**src/rtl/batch_scheduler.sv**
```systemverilog
// Batch sequencer: sample index, downsampled address, bank/cycle select,
// fill-then-run state machine. Optional batch_num under BATCH_SCHED_COUNT_EN.
module batch_scheduler #(
    parameter int depth = 32,
    parameter int OSR   = 1,
    localparam int BW   = $clog2(depth),
    localparam int NDS  = depth / OSR,
    localparam int DSW  = ($clog2(NDS) > 1) ? $clog2(NDS) : 1
) (
    input  logic           clk,
    input  logic           rst,
    input  logic           en,
    output logic [BW-1:0]  bat_count,
    output logic [BW-1:0]  bat_count_rev,
    output logic [DSW-1:0] ds_count,
    output logic [DSW-1:0] ds_count_rev,
    output logic           ds_tick,
    output logic [1:0]     cycle,
    output logic [3:0]     wr_bank,
    output logic           part_sel,
    output logic           batch_end,
    output logic           valid_out
`ifdef BATCH_SCHED_COUNT_EN
    ,
    output logic [15:0]    batch_num
`endif
);

    localparam int OW = ($clog2(OSR) > 1) ? $clog2(OSR) : 1;

    localparam logic [BW-1:0]  BAT_LAST = BW'(depth - 1);
    localparam logic [DSW-1:0] DS_LAST  = DSW'(NDS - 1);
    localparam logic [OW-1:0]  OSR_LAST = OW'(OSR - 1);

    typedef enum logic [1:0] {
        IDLE = 2'd0,
        FILL = 2'd1,
        RUN  = 2'd2
    } state_t;

    state_t         r_state;
    state_t         w_next_state;
    logic [BW-1:0]  r_bat;
    logic [DSW-1:0] r_ds;
    logic [OW-1:0]  r_osr;
    logic [1:0]     r_cycle;
    logic           r_fill;
    logic           r_valid;
    logic           w_batch_end;
    logic           w_ds_tick;
    logic           w_valid_nxt;

    assign w_batch_end = en && (r_bat == BAT_LAST);
    assign w_ds_tick   = en && (r_osr == OSR_LAST);

    // Sample, oversample and downsample counters; all clear together at
    // batch end so the last downsampled step is never repeated or lost.
    always_ff @(posedge clk or posedge rst) begin
        if (rst) begin
            r_bat   <= '0;
            r_ds    <= '0;
            r_osr   <= '0;
            r_cycle <= 2'd0;
        end else if (en) begin
            if (w_batch_end) begin
                r_bat   <= '0;
                r_ds    <= '0;
                r_osr   <= '0;
                r_cycle <= r_cycle + 2'd1;
            end else begin
                r_bat <= r_bat + BW'(1);
                if (w_ds_tick) begin
                    r_ds  <= r_ds + DSW'(1);
                    r_osr <= '0;
                end else begin
                    r_osr <= r_osr + OW'(1);
                end
            end
        end
    end

    // Remembers that the first fill batch has already ended.
    always_ff @(posedge clk or posedge rst) begin
        if (rst) begin
            r_fill <= 1'b0;
        end else if (en && w_batch_end && (r_state == FILL)) begin
            r_fill <= 1'b1;
        end
    end

    // State register.
    always_ff @(posedge clk or posedge rst) begin
        if (rst) begin
            r_state <= IDLE;
        end else begin
            r_state <= w_next_state;
        end
    end

    // Next state: IDLE until first sample, FILL for two batches, then RUN.
    always_comb begin
        w_next_state = r_state;
        unique case (r_state)
            IDLE: begin
                if (en) begin
                    w_next_state = FILL;
                end
            end
            FILL: begin
                if (w_batch_end && r_fill) begin
                    w_next_state = RUN;
                end
            end
            RUN: begin
                w_next_state = RUN;
            end
            default: begin
                w_next_state = IDLE;
            end
        endcase
    end

    // Output decode: a sample taken in RUN yields a valid result next cycle.
    always_comb begin
        w_valid_nxt = 1'b0;
        if (en && (r_state == RUN)) begin
            w_valid_nxt = 1'b1;
        end
    end

    // Registered result-valid flag.
    always_ff @(posedge clk or posedge rst) begin
        if (rst) begin
            r_valid <= 1'b0;
        end else begin
            r_valid <= w_valid_nxt;
        end
    end

`ifdef BATCH_SCHED_COUNT_EN
    logic [15:0] r_batch_num;

    // Saturating count of completed batches.
    always_ff @(posedge clk or posedge rst) begin
        if (rst) begin
            r_batch_num <= 16'd0;
        end else if (w_batch_end && (r_batch_num != 16'hFFFF)) begin
            r_batch_num <= r_batch_num + 16'd1;
        end
    end

    assign batch_num = r_batch_num;
`endif

    assign bat_count     = r_bat;
    assign bat_count_rev = BAT_LAST - r_bat;
    assign ds_count      = r_ds;
    assign ds_count_rev  = DS_LAST - r_ds;
    assign ds_tick       = w_ds_tick;
    assign cycle         = r_cycle;
    assign wr_bank       = 4'b0001 << r_cycle;
    assign part_sel      = r_cycle[0];
    assign batch_end     = w_batch_end;
    assign valid_out     = r_valid;

endmodule

```
**config.mk**
```make
export PLATFORM = sky130hd
export DESIGN_NAME = batch_scheduler
export DESIGN_NICKNAME = d
export VERILOG_FILES = /design/src/rtl/batch_scheduler.sv
export SDC_FILE = /design/constraint.sdc
export NUM_CORES = 1
export LEC_CHECK = 0
export CAP_MARGIN = 40
export CORE_ASPECT_RATIO = 0.75
export CORE_MARGIN = 3
export CORE_UTILIZATION = 50
export DETAILED_ROUTE_END_ITERATION = 12
export DONT_BUFFER_PORTS = 1
export SLEW_MARGIN = 20
export SYNTH_ARGS = -nofsm -noshare
export SYNTH_HDL_FRONTEND = slang
export SYNTH_SLANG_ARGS = --single-unit
```
**constraint.sdc**
```tcl
create_clock -name clk -period 2 [get_ports clk]
set_input_delay 0.2 -clock clk [delete_from_list [all_inputs] [get_ports clk]]
set_output_delay 0.2 -clock clk [all_outputs]
set_load 0.005 [all_outputs]
```
==> run_results.csv <==
group,metric,value,unit
detailed_routing,drc,0,
power,leakage,0.511,nW
final_layout,area_growth,8.28,%
flow_run,maxCapViolCount,0,
final_layout,stdcell_area,982,um2
critical_path,worstSetupEndpointType,"output pin",
timing,hold_viol,0,
final_layout,final_util,61.7,%
logic_synthesis,synth_top_cell_by_area,"dfrtp_1",
critical_path,arrival,1670,ps
floorplanning,ios,33,
critical_path,cp.required,1800,ps
cts,insertion_delay,300,ps
timing,worstMarginPinSlew,617,ps
logic_synthesis,syn_area_per_cell,9.86,um2
detailed_routing,wl_per_cell,14.0,um
power,ir_drop,0.806,mV
power,total_power,0.00128,W
placement,dpl.hpwl,1200,um
timing,finalSetupTns,0,ps
final_layout,drive_above_1_share,8.33,%
cts,cts.clk_slew.worst_paths,100,ps
timing,whs,8.68,ps
logic_synthesis,ys_ff_latch,17,
timing,slew_headroom,58.8,%
global_route,antenna_found_initial,0,
placement,place_congestion,0.714,
status,status,"finished clean",
timing,fin_crit,1870,ps
timing,fmax,535,MHz
power,power_density,1310,nW/um2
detailed_routing,dr_total_vias,604,
critical_path,start_kind,"flip-flop",
timing,finalSetupViolCount,0,
timing,clock_skew,5.71,ps
logic_synthesis,synth_top_area_share,46.9,%
logic_synthesis,synth_nets,106,
floorplanning,die_h,42.9,um
detailed_routing,vias_per_cell,5.16,
cts,ctsRootBufferMaster,"clkbuf_4",
timing,grt_setup_unrepaired,"no",
cts,cts_tree,"done",
cts,h-tree-depth,1,
timing,maxSlewViolCount,0,
critical_path,path_class,"flip-flop to output pin",
global_route,grt-ovfl-total,0,
hold_path,hp-class,"input port to flip-flop",
detailed_routing,drt_iter0_drc,1,
placement,portBuffers,0,
global_route,grt_max_degree,18,
logic_synthesis,yosysWarnings,0,
logic_synthesis,synthDistinctLibCells,21,
cts,cts_num_sinks,17,
cts,clockBufferDepth,2,
final_layout,n_fill_cell,155,
timing,min_period_over_period,93.4,%
final_layout,n_antenna_cell,0,
floorplanning,die-area,2370,um2
global_route,grt_pass1_wl,2590,um
detailed_routing,first_pass_iters,3,
detailed_routing,routed_wl,1630,um
critical_path,crit_fanout,10,
floorplanning,chipWidth,55.2,um
global_route,track_usage,15.6,%
logic_synthesis,yosys-top-cells-area,"dfrtp_1, ha_1, inv_1, o21ai_0, nand2_1",
logic_synthesis,synthCells,92,
detailed_routing,drtAntennaViolNets,0,
logic_synthesis,seq_area_frac_synth,46.9,%
global_route,grt_pass1_vias,586,
final_layout,nNetsFinal,111,
floorplanning,core,1590,um2
cts,numCtsBuffers,3,
floorplanning,initial_core_util,57.0,%
floorplanning,fp-row-count,12,
logic_synthesis,syn_area,907,um2
placement,dpl_cell_area,916,um2
==> worst max-delay path, cell delays in order (launching register included) <==
cell     delay [ps]
dfrtp_1         450
ha_1            250
and3_1          190
ha_1            240
and2_4          230
==> what timing repair did <==
| action | CTS | global route |
|---|---|---|
| endpoints found under the setup margin | 0 | 1 |
| setup buffers | 0 | 0 |
| endpoints found under the hold margin | 18 | 2 |
| gates resized for setup | 0 | 3 |
| hold buffers | 2 | 1 |
==> state kept, by name, indices dropped and copies added, names as in the netlist <==
register	count
cycle	2
r_fill	1
r_state	2
valid_out	1
ds_count	5
r_osr	1
bat_count	5
==> through the flow <==
| stage | instances | setup WS, ps |
|---|---|---|
| after floorplan | 92 | 351 |
| after global placement | 110 | 231 |
| after detailed placement | 110 | 172 |
| after CTS | 116 | 8.87 |
| after global routing | 117 | 31.9 |
| final | 117 | 132 |
==> cell families after synthesis <==
kind of cell | share of synthesized area [%]
buf+inv | 8.14
fa+ha+maj | 15.2
compound gates | 8.83
simple gates | 14.5
mux | 3.59
flops | 46.9
xor+xnor | 2.90
==> layout by cell type (no fill, tap or decap), types with 3 or more instances in the layout <==
master         count
clkbuf_4           3
dfrtp_1           17
dlygate4sd3_1      3
ha_1              11
inv_1             15
nand2_1            9
nor2_1             5
o21ai_0            9
xnor2_1            3
==> report_power, final <==
group          switching, W  internal, W
registers          0.000162     0.000478
clock network      0.000108    0.0000746
logic              0.000247     0.000214
==> path summary, 6_finish.rpt <==
check | start | end | slack [ps] | cells after the start
worst max-delay path | bat_count[0] | batch_end | 130 | 4
worst min-delay path | en | bat_count[4] | 9 | 1
worst max register to register | bat_count[0] | r_state[1] | 170 | 6
worst min register to register | r_fill | r_fill | 470 | 1
max in group asynchronous | rst | ds_count[2] | 1190 | 2
min in group asynchronous | rst | r_state[0] | 400 | 2
==> layer usage <==
layer / GRT usage [%] / share of wire [%]
met1: 19.1 / 47
met2: 22.6 / 44
met3: 9.47 / 7.6
met4: 4.37 / 1.3
met5: 0 / 0
==> cell type report <==
type | instances | area, um2 | share of cell area [%]
clock inverters | 1 | 5.00 | 0.510
inverters | 15 | 56.3 | 5.73
multi-input cells | 57 | 417 | 42.4
clock buffers | 3 | 22.5 | 2.29
flip-flops and latches | 17 | 425 | 43.3
repair buffers | 3 | 30.0 | 3.06
well taps | 21 | 26.3 | 2.68
==> synth_stat cells <==
cell type / n
a21o_1: 1
a21oi_1: 2
a22o_1: 1
a2bb2oi_1: 1
and2_1: 3
and2b_1: 1
and3_1: 2
buf_2: 2
buf_4: 1
dfrtp_1: 17
ha_1: 11
inv_1: 15
mux2_2: 2
mux2i_1: 1
nand2_1: 9
nand3b_1: 2
nor2_1: 5
nor2b_1: 2
o21ai_0: 9
or3_1: 2
xnor2_1: 3
No activity file was read; power rests on OpenSTA's default activity.
